### src/rtl/dtm_pkg.sv
// Shared definitions for the JTAG debug transport module: IR codes, DMI op and
// status encodings, TAP state encodings and the IR-to-DR decode helper.
package dtm_defs;

    localparam logic [4:0] IR_IDCODE = 5'h01;
    localparam logic [4:0] IR_DTMCS  = 5'h10;
    localparam logic [4:0] IR_DMI    = 5'h11;
    localparam logic [4:0] IR_BYPASS = 5'h1f;

    localparam logic [1:0] DMI_OP_NOP   = 2'd0;
    localparam logic [1:0] DMI_OP_READ  = 2'd1;
    localparam logic [1:0] DMI_OP_WRITE = 2'd2;

    localparam logic [1:0] DMI_STAT_OK     = 2'd0;
    localparam logic [1:0] DMI_STAT_FAILED = 2'd2;
    localparam logic [1:0] DMI_STAT_BUSY   = 2'd3;

    localparam logic [3:0] TAP_TLR        = 4'hF;
    localparam logic [3:0] TAP_RTI        = 4'hC;
    localparam logic [3:0] TAP_SELECT_DR  = 4'h7;
    localparam logic [3:0] TAP_CAPTURE_DR = 4'h6;
    localparam logic [3:0] TAP_SHIFT_DR   = 4'h2;
    localparam logic [3:0] TAP_EXIT1_DR   = 4'h1;
    localparam logic [3:0] TAP_PAUSE_DR   = 4'h3;
    localparam logic [3:0] TAP_EXIT2_DR   = 4'h0;
    localparam logic [3:0] TAP_UPDATE_DR  = 4'h5;
    localparam logic [3:0] TAP_SELECT_IR  = 4'h4;
    localparam logic [3:0] TAP_CAPTURE_IR = 4'hE;
    localparam logic [3:0] TAP_SHIFT_IR   = 4'hA;
    localparam logic [3:0] TAP_EXIT1_IR   = 4'h9;
    localparam logic [3:0] TAP_PAUSE_IR   = 4'hB;
    localparam logic [3:0] TAP_EXIT2_IR   = 4'h8;
    localparam logic [3:0] TAP_UPDATE_IR  = 4'hD;

    typedef enum logic [3:0] {
        ST_TLR        = TAP_TLR,
        ST_RTI        = TAP_RTI,
        ST_SELECT_DR  = TAP_SELECT_DR,
        ST_CAPTURE_DR = TAP_CAPTURE_DR,
        ST_SHIFT_DR   = TAP_SHIFT_DR,
        ST_EXIT1_DR   = TAP_EXIT1_DR,
        ST_PAUSE_DR   = TAP_PAUSE_DR,
        ST_EXIT2_DR   = TAP_EXIT2_DR,
        ST_UPDATE_DR  = TAP_UPDATE_DR,
        ST_SELECT_IR  = TAP_SELECT_IR,
        ST_CAPTURE_IR = TAP_CAPTURE_IR,
        ST_SHIFT_IR   = TAP_SHIFT_IR,
        ST_EXIT1_IR   = TAP_EXIT1_IR,
        ST_PAUSE_IR   = TAP_PAUSE_IR,
        ST_EXIT2_IR   = TAP_EXIT2_IR,
        ST_UPDATE_IR  = TAP_UPDATE_IR
    } tap_state_e;

    typedef enum logic [1:0] {
        DR_BYPASS,
        DR_IDCODE,
        DR_DTMCS,
        DR_DMI
    } dr_sel_e;

    // Any instruction code we do not implement falls back to the 1-bit bypass register.
    function automatic dr_sel_e decode_ir(input logic [4:0] ir);
        dr_sel_e sel;
        case (ir)
            IR_IDCODE: sel = DR_IDCODE;
            IR_DTMCS:  sel = DR_DTMCS;
            IR_DMI:    sel = DR_DMI;
            default:   sel = DR_BYPASS;
        endcase
        return sel;
    endfunction

endpackage

### src/rtl/dtm_jtag_tap_fsm.sv
// IEEE 1149.1 TAP controller clocked by clk and advanced by the synchronised
// tck_rise pulse. Capture/shift/update strobes fire on the tck_rise that leaves
// the corresponding state, so they last exactly one clk.
module jtag_tap_fsm
    import dtm_defs::*;
(
    input  logic       clk,
    input  logic       resetn,
    input  logic       tck_rise,
    input  logic       tms,
    output logic [3:0] state,
    output logic       capture_ir,
    output logic       shift_ir,
    output logic       update_ir,
    output logic       capture_dr,
    output logic       shift_dr,
    output logic       update_dr
);

    tap_state_e state_q;
    tap_state_e state_d;

    // State register; reset parks the TAP in Test-Logic-Reset.
    always_ff @(posedge clk or negedge resetn) begin
        if (!resetn) begin
            state_q <= ST_TLR;
        end else begin
            state_q <= state_d;
        end
    end

    // Standard TMS-driven next-state walk plus the per-state action strobes.
    always_comb begin
        state_d    = state_q;
        capture_ir = 1'b0;
        shift_ir   = 1'b0;
        update_ir  = 1'b0;
        capture_dr = 1'b0;
        shift_dr   = 1'b0;
        update_dr  = 1'b0;
        if (tck_rise) begin
            capture_ir = (state_q == ST_CAPTURE_IR);
            shift_ir   = (state_q == ST_SHIFT_IR);
            update_ir  = (state_q == ST_UPDATE_IR);
            capture_dr = (state_q == ST_CAPTURE_DR);
            shift_dr   = (state_q == ST_SHIFT_DR);
            update_dr  = (state_q == ST_UPDATE_DR);
            case (state_q)
                ST_TLR:        state_d = tms ? ST_TLR        : ST_RTI;
                ST_RTI:        state_d = tms ? ST_SELECT_DR  : ST_RTI;
                ST_SELECT_DR:  state_d = tms ? ST_SELECT_IR  : ST_CAPTURE_DR;
                ST_CAPTURE_DR: state_d = tms ? ST_EXIT1_DR   : ST_SHIFT_DR;
                ST_SHIFT_DR:   state_d = tms ? ST_EXIT1_DR   : ST_SHIFT_DR;
                ST_EXIT1_DR:   state_d = tms ? ST_UPDATE_DR  : ST_PAUSE_DR;
                ST_PAUSE_DR:   state_d = tms ? ST_EXIT2_DR   : ST_PAUSE_DR;
                ST_EXIT2_DR:   state_d = tms ? ST_UPDATE_DR  : ST_SHIFT_DR;
                ST_UPDATE_DR:  state_d = tms ? ST_SELECT_DR  : ST_RTI;
                ST_SELECT_IR:  state_d = tms ? ST_TLR        : ST_CAPTURE_IR;
                ST_CAPTURE_IR: state_d = tms ? ST_EXIT1_IR   : ST_SHIFT_IR;
                ST_SHIFT_IR:   state_d = tms ? ST_EXIT1_IR   : ST_SHIFT_IR;
                ST_EXIT1_IR:   state_d = tms ? ST_UPDATE_IR  : ST_PAUSE_IR;
                ST_PAUSE_IR:   state_d = tms ? ST_EXIT2_IR   : ST_PAUSE_IR;
                ST_EXIT2_IR:   state_d = tms ? ST_UPDATE_IR  : ST_SHIFT_IR;
                ST_UPDATE_IR:  state_d = tms ? ST_SELECT_DR  : ST_RTI;
                default:       state_d = ST_TLR;
            endcase
        end
    end

    assign state = state_q;

endmodule

### src/rtl/dtm.sv
// JTAG Debug Transport Module: oversamples the JTAG pins on clk, runs the TAP,
// holds IDCODE/DTMCS/DMI/BYPASS registers and turns each DMI scan into a single
// dmi_valid/dmi_ready request towards the debug module.
module dtm
    import dtm_defs::*;
#(
    parameter logic [31:0] IDCODE_VAL  = 32'h1000_0DB3,
    parameter int          ABITS       = 7,
    parameter int          SYNC_STAGES = 2
) (
    input  logic             clk,
    input  logic             resetn,
    input  logic             jtag_tck,
    input  logic             jtag_tms,
    input  logic             jtag_tdi,
    output logic             jtag_tdo,
    output logic             dmi_valid,
    input  logic             dmi_ready,
    output logic             dmi_write,
    output logic [ABITS-1:0] dmi_addr,
    output logic [31:0]      dmi_wdata,
    input  logic [31:0]      dmi_rdata
);

    localparam int DMI_W = ABITS + 34;

    logic [SYNC_STAGES-1:0] tck_sync_q, tck_sync_d;
    logic [SYNC_STAGES-1:0] tms_sync_q, tms_sync_d;
    logic [SYNC_STAGES-1:0] tdi_sync_q, tdi_sync_d;
    logic                   tck_prev_q, tck_prev_d;
    logic                   tck_s, tms_s, tdi_s, tck_rise, tck_fall;

    logic [3:0]       tap_state;
    logic             capture_ir, shift_ir, update_ir;
    logic             capture_dr, shift_dr, update_dr;

    logic [4:0]       ir_q, ir_d, ir_sr_q, ir_sr_d;
    logic [DMI_W-1:0] dr_sr_q, dr_sr_d;
    logic [1:0]       dmistat_q, dmistat_d;
    logic [ABITS-1:0] addr_last_q, addr_last_d;
    logic [31:0]      rdata_last_q, rdata_last_d;
    logic             tdo_q, tdo_d;
    logic             dmi_valid_q, dmi_valid_d;
    logic             dmi_write_q, dmi_write_d;
    logic [ABITS-1:0] dmi_addr_q, dmi_addr_d;
    logic [31:0]      dmi_wdata_q, dmi_wdata_d;

    dr_sel_e          dr_sel;
    logic             handshake;
    logic [1:0]       cap_status;
    logic [1:0]       dr_op;
    logic [31:0]      dtmcs_val;

    // All three pins share one synchroniser depth so tms/tdi stay aligned with tck.
    always_comb begin
        tck_sync_d = {tck_sync_q[SYNC_STAGES-2:0], jtag_tck};
        tms_sync_d = {tms_sync_q[SYNC_STAGES-2:0], jtag_tms};
        tdi_sync_d = {tdi_sync_q[SYNC_STAGES-2:0], jtag_tdi};
        tck_prev_d = tck_sync_q[SYNC_STAGES-1];
    end

    assign tck_s    = tck_sync_q[SYNC_STAGES-1];
    assign tms_s    = tms_sync_q[SYNC_STAGES-1];
    assign tdi_s    = tdi_sync_q[SYNC_STAGES-1];
    assign tck_rise = tck_s & ~tck_prev_q;
    assign tck_fall = ~tck_s & tck_prev_q;

    jtag_tap_fsm u_tap (
        .clk        (clk),
        .resetn     (resetn),
        .tck_rise   (tck_rise),
        .tms        (tms_s),
        .state      (tap_state),
        .capture_ir (capture_ir),
        .shift_ir   (shift_ir),
        .update_ir  (update_ir),
        .capture_dr (capture_dr),
        .shift_dr   (shift_dr),
        .update_dr  (update_dr)
    );

    assign dr_sel     = decode_ir(ir_q);
    assign handshake  = dmi_valid_q & dmi_ready;
    assign cap_status = (dmi_valid_q || dmistat_q == DMI_STAT_BUSY) ? DMI_STAT_BUSY : dmistat_q;
    assign dr_op      = dr_sr_q[1:0];
    assign dtmcs_val  = {14'b0, 2'b0, 1'b0, 3'd1, dmistat_q, 6'(ABITS), 4'd1};

    // IR/DR scan chains, DMI request/handshake bookkeeping and the tdo driver.
    always_comb begin
        ir_d         = ir_q;
        ir_sr_d      = ir_sr_q;
        dr_sr_d      = dr_sr_q;
        dmistat_d    = dmistat_q;
        addr_last_d  = addr_last_q;
        rdata_last_d = rdata_last_q;
        tdo_d        = tdo_q;
        dmi_valid_d  = dmi_valid_q;
        dmi_write_d  = dmi_write_q;
        dmi_addr_d   = dmi_addr_q;
        dmi_wdata_d  = dmi_wdata_q;

        if (capture_ir) ir_sr_d = 5'b00001;
        if (shift_ir)   ir_sr_d = {tdi_s, ir_sr_q[4:1]};
        if (update_ir)  ir_d    = ir_sr_q;
        if (tap_state == TAP_TLR) ir_d = IR_IDCODE;

        if (capture_dr) begin
            case (dr_sel)
                DR_IDCODE: dr_sr_d = DMI_W'(IDCODE_VAL);
                DR_DTMCS:  dr_sr_d = DMI_W'(dtmcs_val);
                DR_DMI:    dr_sr_d = {addr_last_q, rdata_last_q, cap_status};
                default:   dr_sr_d = '0;
            endcase
        end

        if (shift_dr) begin
            case (dr_sel)
                DR_IDCODE, DR_DTMCS: dr_sr_d = DMI_W'({tdi_s, dr_sr_q[31:1]});
                DR_DMI:              dr_sr_d = {tdi_s, dr_sr_q[DMI_W-1:1]};
                default:             dr_sr_d = DMI_W'(tdi_s);
            endcase
        end

        // The handshake is resolved before Update-DR so a same-cycle scan sees the slot free.
        if (handshake) begin
            dmi_valid_d = 1'b0;
            addr_last_d = dmi_addr_q;
            if (!dmi_write_q) rdata_last_d = dmi_rdata;
        end

        if (update_dr && dr_sel == DR_DMI) begin
            if (dmi_valid_q && !handshake) begin
                dmistat_d = DMI_STAT_BUSY;
            end else if (dmistat_q == DMI_STAT_OK &&
                         (dr_op == DMI_OP_READ || dr_op == DMI_OP_WRITE)) begin
                dmi_valid_d = 1'b1;
                dmi_write_d = (dr_op == DMI_OP_WRITE);
                dmi_addr_d  = dr_sr_q[DMI_W-1:34];
                dmi_wdata_d = dr_sr_q[33:2];
            end
        end

        if (update_dr && dr_sel == DR_DTMCS) begin
            if (dr_sr_q[16] || dr_sr_q[17]) dmistat_d   = DMI_STAT_OK;
            if (dr_sr_q[17])                dmi_valid_d = 1'b0;
        end

        if (tck_fall) begin
            if (tap_state == TAP_SHIFT_IR)      tdo_d = ir_sr_q[0];
            else if (tap_state == TAP_SHIFT_DR) tdo_d = dr_sr_q[0];
        end
    end

    // Every flop in the block; reset clears in-flight requests immediately.
    always_ff @(posedge clk or negedge resetn) begin
        if (!resetn) begin
            tck_sync_q   <= '0;
            tms_sync_q   <= '0;
            tdi_sync_q   <= '0;
            tck_prev_q   <= 1'b0;
            ir_q         <= IR_IDCODE;
            ir_sr_q      <= '0;
            dr_sr_q      <= '0;
            dmistat_q    <= DMI_STAT_OK;
            addr_last_q  <= '0;
            rdata_last_q <= '0;
            tdo_q        <= 1'b0;
            dmi_valid_q  <= 1'b0;
            dmi_write_q  <= 1'b0;
            dmi_addr_q   <= '0;
            dmi_wdata_q  <= '0;
        end else begin
            tck_sync_q   <= tck_sync_d;
            tms_sync_q   <= tms_sync_d;
            tdi_sync_q   <= tdi_sync_d;
            tck_prev_q   <= tck_prev_d;
            ir_q         <= ir_d;
            ir_sr_q      <= ir_sr_d;
            dr_sr_q      <= dr_sr_d;
            dmistat_q    <= dmistat_d;
            addr_last_q  <= addr_last_d;
            rdata_last_q <= rdata_last_d;
            tdo_q        <= tdo_d;
            dmi_valid_q  <= dmi_valid_d;
            dmi_write_q  <= dmi_write_d;
            dmi_addr_q   <= dmi_addr_d;
            dmi_wdata_q  <= dmi_wdata_d;
        end
    end

    assign jtag_tdo  = tdo_q;
    assign dmi_valid = dmi_valid_q;
    assign dmi_write = dmi_write_q;
    assign dmi_addr  = dmi_addr_q;
    assign dmi_wdata = dmi_wdata_q;

endmodule

### config.mk
export PLATFORM = sky130hd
export DESIGN_NAME = dtm
export DESIGN_NICKNAME = d
export VERILOG_FILES = /design/src/rtl/dtm_pkg.sv /design/src/rtl/dtm_jtag_tap_fsm.sv /design/src/rtl/dtm.sv
export SDC_FILE = /design/constraint.sdc
export NUM_CORES = 1
export LEC_CHECK = 0
export ABC_AREA = 1
export CAP_MARGIN = 20
export CORE_MARGIN = 5
export CORE_UTILIZATION = 30
export DETAILED_ROUTE_END_ITERATION = 12
export PLACE_DENSITY = 0.58
export SYNTH_ARGS = -nofsm -noshare
export SYNTH_HDL_FRONTEND = slang
export SYNTH_SLANG_ARGS = --single-unit
### constraint.sdc
create_clock -name clk -period 2.95 [get_ports clk]
set_clock_uncertainty 0.15 [all_clocks]
set_input_delay 0.885 -clock clk [delete_from_list [all_inputs] [get_ports clk]]
set_output_delay 0.885 -clock clk [all_outputs]
set_load 0.01 [all_outputs]
; ---- Yosys cells after proc, flatten, opt, wreduce, memory -nomap -nowiden
; Index checks and enable logic that the tools add are counted.
[word_totals]
wordCells = 109
reg_bits = 145
in_bits = 38
out_inout_bits = 42
[classes]
reduce_logical = 21
n_mux = 41
n_eq_ne = 24
bitwise_logic = 7
[ops]
columns = op, n
row1 = $pmux W41 S3, 1
row2 = $mux W41, 2
row3 = $pmux W41 S2, 1
row4 = $pmux W4 S12, 1
row5 = $eq A4 B4 Y1 const B, 8
row6 = $mux W2, 11
row7 = $mux W5, 4
row8 = $eq A4 B3 Y1 const B, 4
row9 = $mux W1, 15
row10 = $mux W3, 4
row11 = $eq A5 B5 Y1 const B, 2
row12 = $eq A2 B2 Y1 const B, 4
row13 = $eq A4 B2 Y1 const B, 2
row14 = $reduce_bool A2 Y1, 4
row15 = $pmux W2 S3, 1
row16 = $reduce_or A2 Y1, 3
row17 = $eq A5 B1 Y1 const B, 1
row18 = $eq A2 B1 Y1 const B, 2
row19 = $eq A4 B1 Y1 const B, 1
row20 = $logic_and A1 B1 Y1, 4
row21 = $logic_not A4 Y1, 1
row22 = $mux W4, 1
row23 = $not A1 Y1, 4
row24 = $reduce_and A2 Y1, 2
row25 = 6 further kinds, 10

; ---- Depth between registers and ports, before layout
[logic_depth]
word_depth = 8
ltp_mapped = 13

; ---- By module
; From an unflattened synthesis, not the netlist that was laid out.
[unflattened]
hier_cells = 733
hier_area_um2 = 6643.9
[by_module_without_submodules]
columns = mod, n_inst, cells_each, area_per_inst_um2, seq_area_each_um2
row1 = dtm, 1, 681, 6323.6, 3529.6
row2 = jtag_tap_fsm, 1, 52, 320.3, 105.1

; ---- Least setup slack after synthesis
; No wires, ideal clock.
[synth_timing]
path_type = register to register
start = register ir_q[0]
end = register dr_sr_q[0]
required_ps = 2683
t_arrival_ps = 1870
synth_period_minus_slack_ps = 2137
path_stages_with_launch = 12
slack_ps = 813
cell_sequence = dfstp_2 inv_2 nor2_8 nand2_1 ha_1 buf_1 nand2_2 buf_2 nand2_1 nand3_1 nand3_1 nand2_1
[synth_via]
elab_chain_cells = 6
elab_cells_between_ends = 12
classes_between = eq/ne: 6 / mux: 5 / reduce/logical: 1
[synth_rtl]
columns = item, line
row1 = start: declaration, dtm.sv:37  ; logic [4:0] ir_q, ir_d, ir_sr_q, ir_sr_d;
row2 = start signal: assignment, dtm.sv:177  ; ir_q <= ir_d;
row3 = $eq A5 B5 Y1 or $eq A5 B1 Y1 (tied branches), dtm_pkg.sv:64  ; case (ir)
row4 = $pmux W2 S3 (*), dtm_pkg.sv:64
row5 = $eq A2 B2 Y1 or $eq A2 B1 Y1 (tied branches), "dtm.sv:108, dtm.sv:117"
row6 = $pmux W41 S3 or $reduce_or A2 Y1 (tied branches), "dtm.sv:108, dtm.sv:117"
row7 = $mux W41 or $pmux W41 S2 (tied branches), "dtm.sv:107, dtm.sv:117"
row8 = $mux W41 (*), dtm.sv:116  ; if (shift_dr) begin
row9 = end signal: assignment, dtm.sv:179  ; dr_sr_q <= dr_sr_d;
row10 = end: declaration, dtm.sv:38  ; logic [DMI_W-1:0] dr_sr_q, dr_sr_d;
; Mark *: on every way between the ends. The rest lies on a longest branch, timed or not. The select of a mux whose other input is x is not followed.
; A chain may end at the register's enable or synchronous reset.

; ---- Worst setup path in the final report
[layout_timing]
start = register dmi_write_q, in the netlist dmi_write
end = output dmi_write
[layout_rtl]
columns = item, line
row1 = start: declaration, dtm.sv:44  ; logic dmi_write_q, dmi_write_d;
row2 = start signal: assignment, dtm.sv:185  ; dmi_write_q <= dmi_write_d;
row3 = end: declaration, dtm.sv:19  ; output logic dmi_write,
; No word-level cell between the ends.

==> flow_summary.yaml <==
outcome:
  status: "finished, final reports clean"
place:
  gp_congestion: 0.813
  dpl-instance-area_um2: 7750
  io_buffers: 79
  dp_hpwl_um: 10700
floorplan:
  io_pins: 80
  rows: 54
  initial_core_util_pct: 30.5
  die_w_um: 159
  core_area_um2: 21900
  die_area_um2: 25400
  die_h_um: 159
finish:
  design_area_um2: 8390
  area_growth_syn_to_layout_pct: 25.5
  fill_cells: 2255
  drive_gt1_share_pct: 16.3
  fin_util_pct: 38.3
  diodes: 0
  nets: 862
power_and_ir_drop:
  switching_power_mw: 2.29
  p_comb_share_pct: 26.7
  vdd_ir_drop_max_uv: 413
  power.total_mw: 6.79
  seq_power_share_pct: 39.0
  pwr-share-clk_pct: 34.3
  internal-power_mw: 4.49
  sw_frac_of_total_pct: 33.8
  p_leak_nw: 3.85
  powerDensity_nw_per_um2: 809
timing:
  finalSetupViolations: 0
  hold_ws_ns: 0.202
  slew_headroom_pct: 46.3
  hold_viol: 0
  fmax_mhz: 397
  finalSetupTns_ns: 0
  grt_setup_unrepaired: "false"
  worstMarginPinSlew_ns: 0.805
  post-route-min-period_ns: 2.52
  finalMaxSlewViolations: 0
  fin_crit_sh_pct: 85.4
synth:
  syn-mean-instance-area_um2: 9.01
  synth_fp_nets: 783
  yosys_warnings: 0
  ys_seq_elements: 145
  synth.distinct_cells: 33
  synthCells: 742
  synth_area_um2: 6680
  yosysSeqAreaShare_pct: 54.4
grt:
  antenna_found_initial: 0
  grt_overflow: 0
  track_usage_pct: 12.9
  first_global_vias: 4913
  grt_pass1_wl_um: 26300
  grt_max_degree: 81
worst_setup_path:
  cp_top_family: "buffers and inverters"
  cp-start-kind: "flip-flop"
  crit_required_ns: 1.92
  crit_chain: "clkdlybuf4s50_1"
  cp_num_buf_inv: 1
  crit_type: "reg -> out"
  critPathMaxFanout: 3
  end_kind: "primary output"
  cp_slowest_stage_delay_ns: 0.59
  crit_cells: 1
  slowest_stage: "clkdlybuf4s50_1"
  r2r_cells: 10
  crit_arrival_ns: 1.49
cts:
  cts_hold_buf: 0
  clkLatencyLatePin_ns: 0.42
  ctsResizeCount: 0
  cts_max_path_buffers: 2
  cts-root-buf: "clkbuf_16"
  cts_setup_buffers: 0
  clk_pin_slew_ns: 0.06
  cts_tree: "done"
  cts_buffers: 17
  numClockSinks: 145
  h-tree-depth: 4
route:
  dr.pass1.iters: 5
  drc: 0
  vias: 4957
  routedWlPerCell_um: 14.1
  drt_wl_total_um: 15700
  ant_nets: 0
  drtIter0Drc: 305
  viasPerCell: 4.45
min_path:
  holdPathStages: 0
  hp-class: "reg -> reg"
job:
  maxCapViolCount: 0
area by class of cell:
class / instances / area (um^2) / area share [%]
Sequential cell: 145 / 3630 / 43.3
Multi-Input combinational cell: 493 / 2580 / 30.8
Timing Repair Buffer: 92 / 915 / 10.9
Clock buffer: 20 / 447 / 5.33
Tap cell: 280 / 350 / 4.18
Inverter: 72 / 270 / 3.22
Clock inverter: 11 / 186 / 2.22
power by group through the flow:
stage	Clock, mW	Sequential, mW	Combinational, mW
floorplan	0	2.59	1.35
global placement	0	2.68	1.80
detailed placement	0	2.68	1.81
CTS	2.40	2.65	1.82
global route	2.49	2.70	2.06
finish	2.33	2.64	1.81
cells in the mapped netlist (all sizes together):
cell type    n  share of area (%)
clkbuf       6               0.34
mux2        36                6.1
a21boi       1               0.11
nor2       147                8.6
nand2      175                9.9
nor3         7               0.52
inv         71                4.0
o31ai       12                1.3
buf         26                2.7
a31oi        1              0.094
nand3b       3               0.52
dfrtp      140                 52
o22ai        6               0.56
dfstp        5                2.0
nand3       17                1.5
clkinv       1              0.056
a21oi       31                2.3
nor4         1              0.094
o211ai       2               0.22
or2          1              0.094
ha           3               0.56
o21ai       48                5.8
nand4        2               0.19
layer usage:
metal	vias up	track usage, %	share of wire, %
li1	2511	-	-
met1	2334	18.5	50
met2	101	18.9	44
met3	11	3.68	4.4
met4	0	3.99	1.2
met5	-	0	0
worst paths after layout:
path                                         start                      endpoint  slack (ns)
max in group asynchronous                   resetn  rdata_last_q[24]$_DFFE_PN0P_        1.66
min reg2reg                tms_sync_q[0]$_DFF_PN0_       tms_sync_q[1]$_DFF_PN0_        0.20
max                          dmi_write$_DFFE_PN0P_                     dmi_write        0.43
max reg2reg                    ir_q[4]$_DFFE_PN0P_       dr_sr_q[16]$_DFFE_PN0P_        0.59
min in group asynchronous                   resetn       tms_sync_q[0]$_DFF_PN0_        0.28
min                        tms_sync_q[0]$_DFF_PN0_       tms_sync_q[1]$_DFF_PN0_        0.20
logic make-up (layout without fill, tap and decap cells):
family / count (synthesis) / after routing / share of synthesized area (%)
AOI/OAI and AO/OA: 101 / 101 / 10.5
adders and majority gates: 3 / 3 / 0.562
buffers and inverters: 104 / 195 / 7.06
DFF: 145 / 145 / 54.4
muxes: 36 / 36 / 6.07
and+or+nand+nor: 353 / 353 / 21.4
flip-flops by register name, indices dropped and copies added (netlist names):
signal	flops
dr_sr_q	41
dmi_wdata	32
rdata_last_q	32
addr_last_q	7
dmi_addr	7
ir_q	5
ir_sr_q	5
u_tap.state	4
dmistat_q	2
tck_sync_q	2
tdi_sync_q	2
tms_sync_q	2
dmi_valid	1
dmi_write	1
jtag_tdo	1
tck_prev_q	1
cells in the final DEF (no fill, tap or decap), types with 4 or more instances in the layout:
cell type        synthesis  routed
dfrtp_1                140     140
dfstp_2                  5       5
clkinv_2                 0       4
o22ai_1                  6       6
o21ai_0                  8       8
mux2_2                  36      36
a21oi_1                 31      31
nand3_1                 16      16
clkbuf_16                0      17
clkdlybuf4s50_1          0      78
inv_1                   68      68
nor3_1                   7       7
o21ai_2                 40      40
bufinv_16                0       5
nor2_1                 144     143
nand2_1                173     173
o31ai_1                 12      12
buf_4                    0      11
stage by stage:
stage / std cells / setup WS (ns)
final: 1113 / 0.430
after global routing: 1113 / 0.367
after CTS: 1113 / 0.385
after detailed placement: 1082 / 0.143
after global placement: 1082 / 0.175
after floorplan: 742 / 0.813
Note: power is estimated with default switching activity, not from simulation.
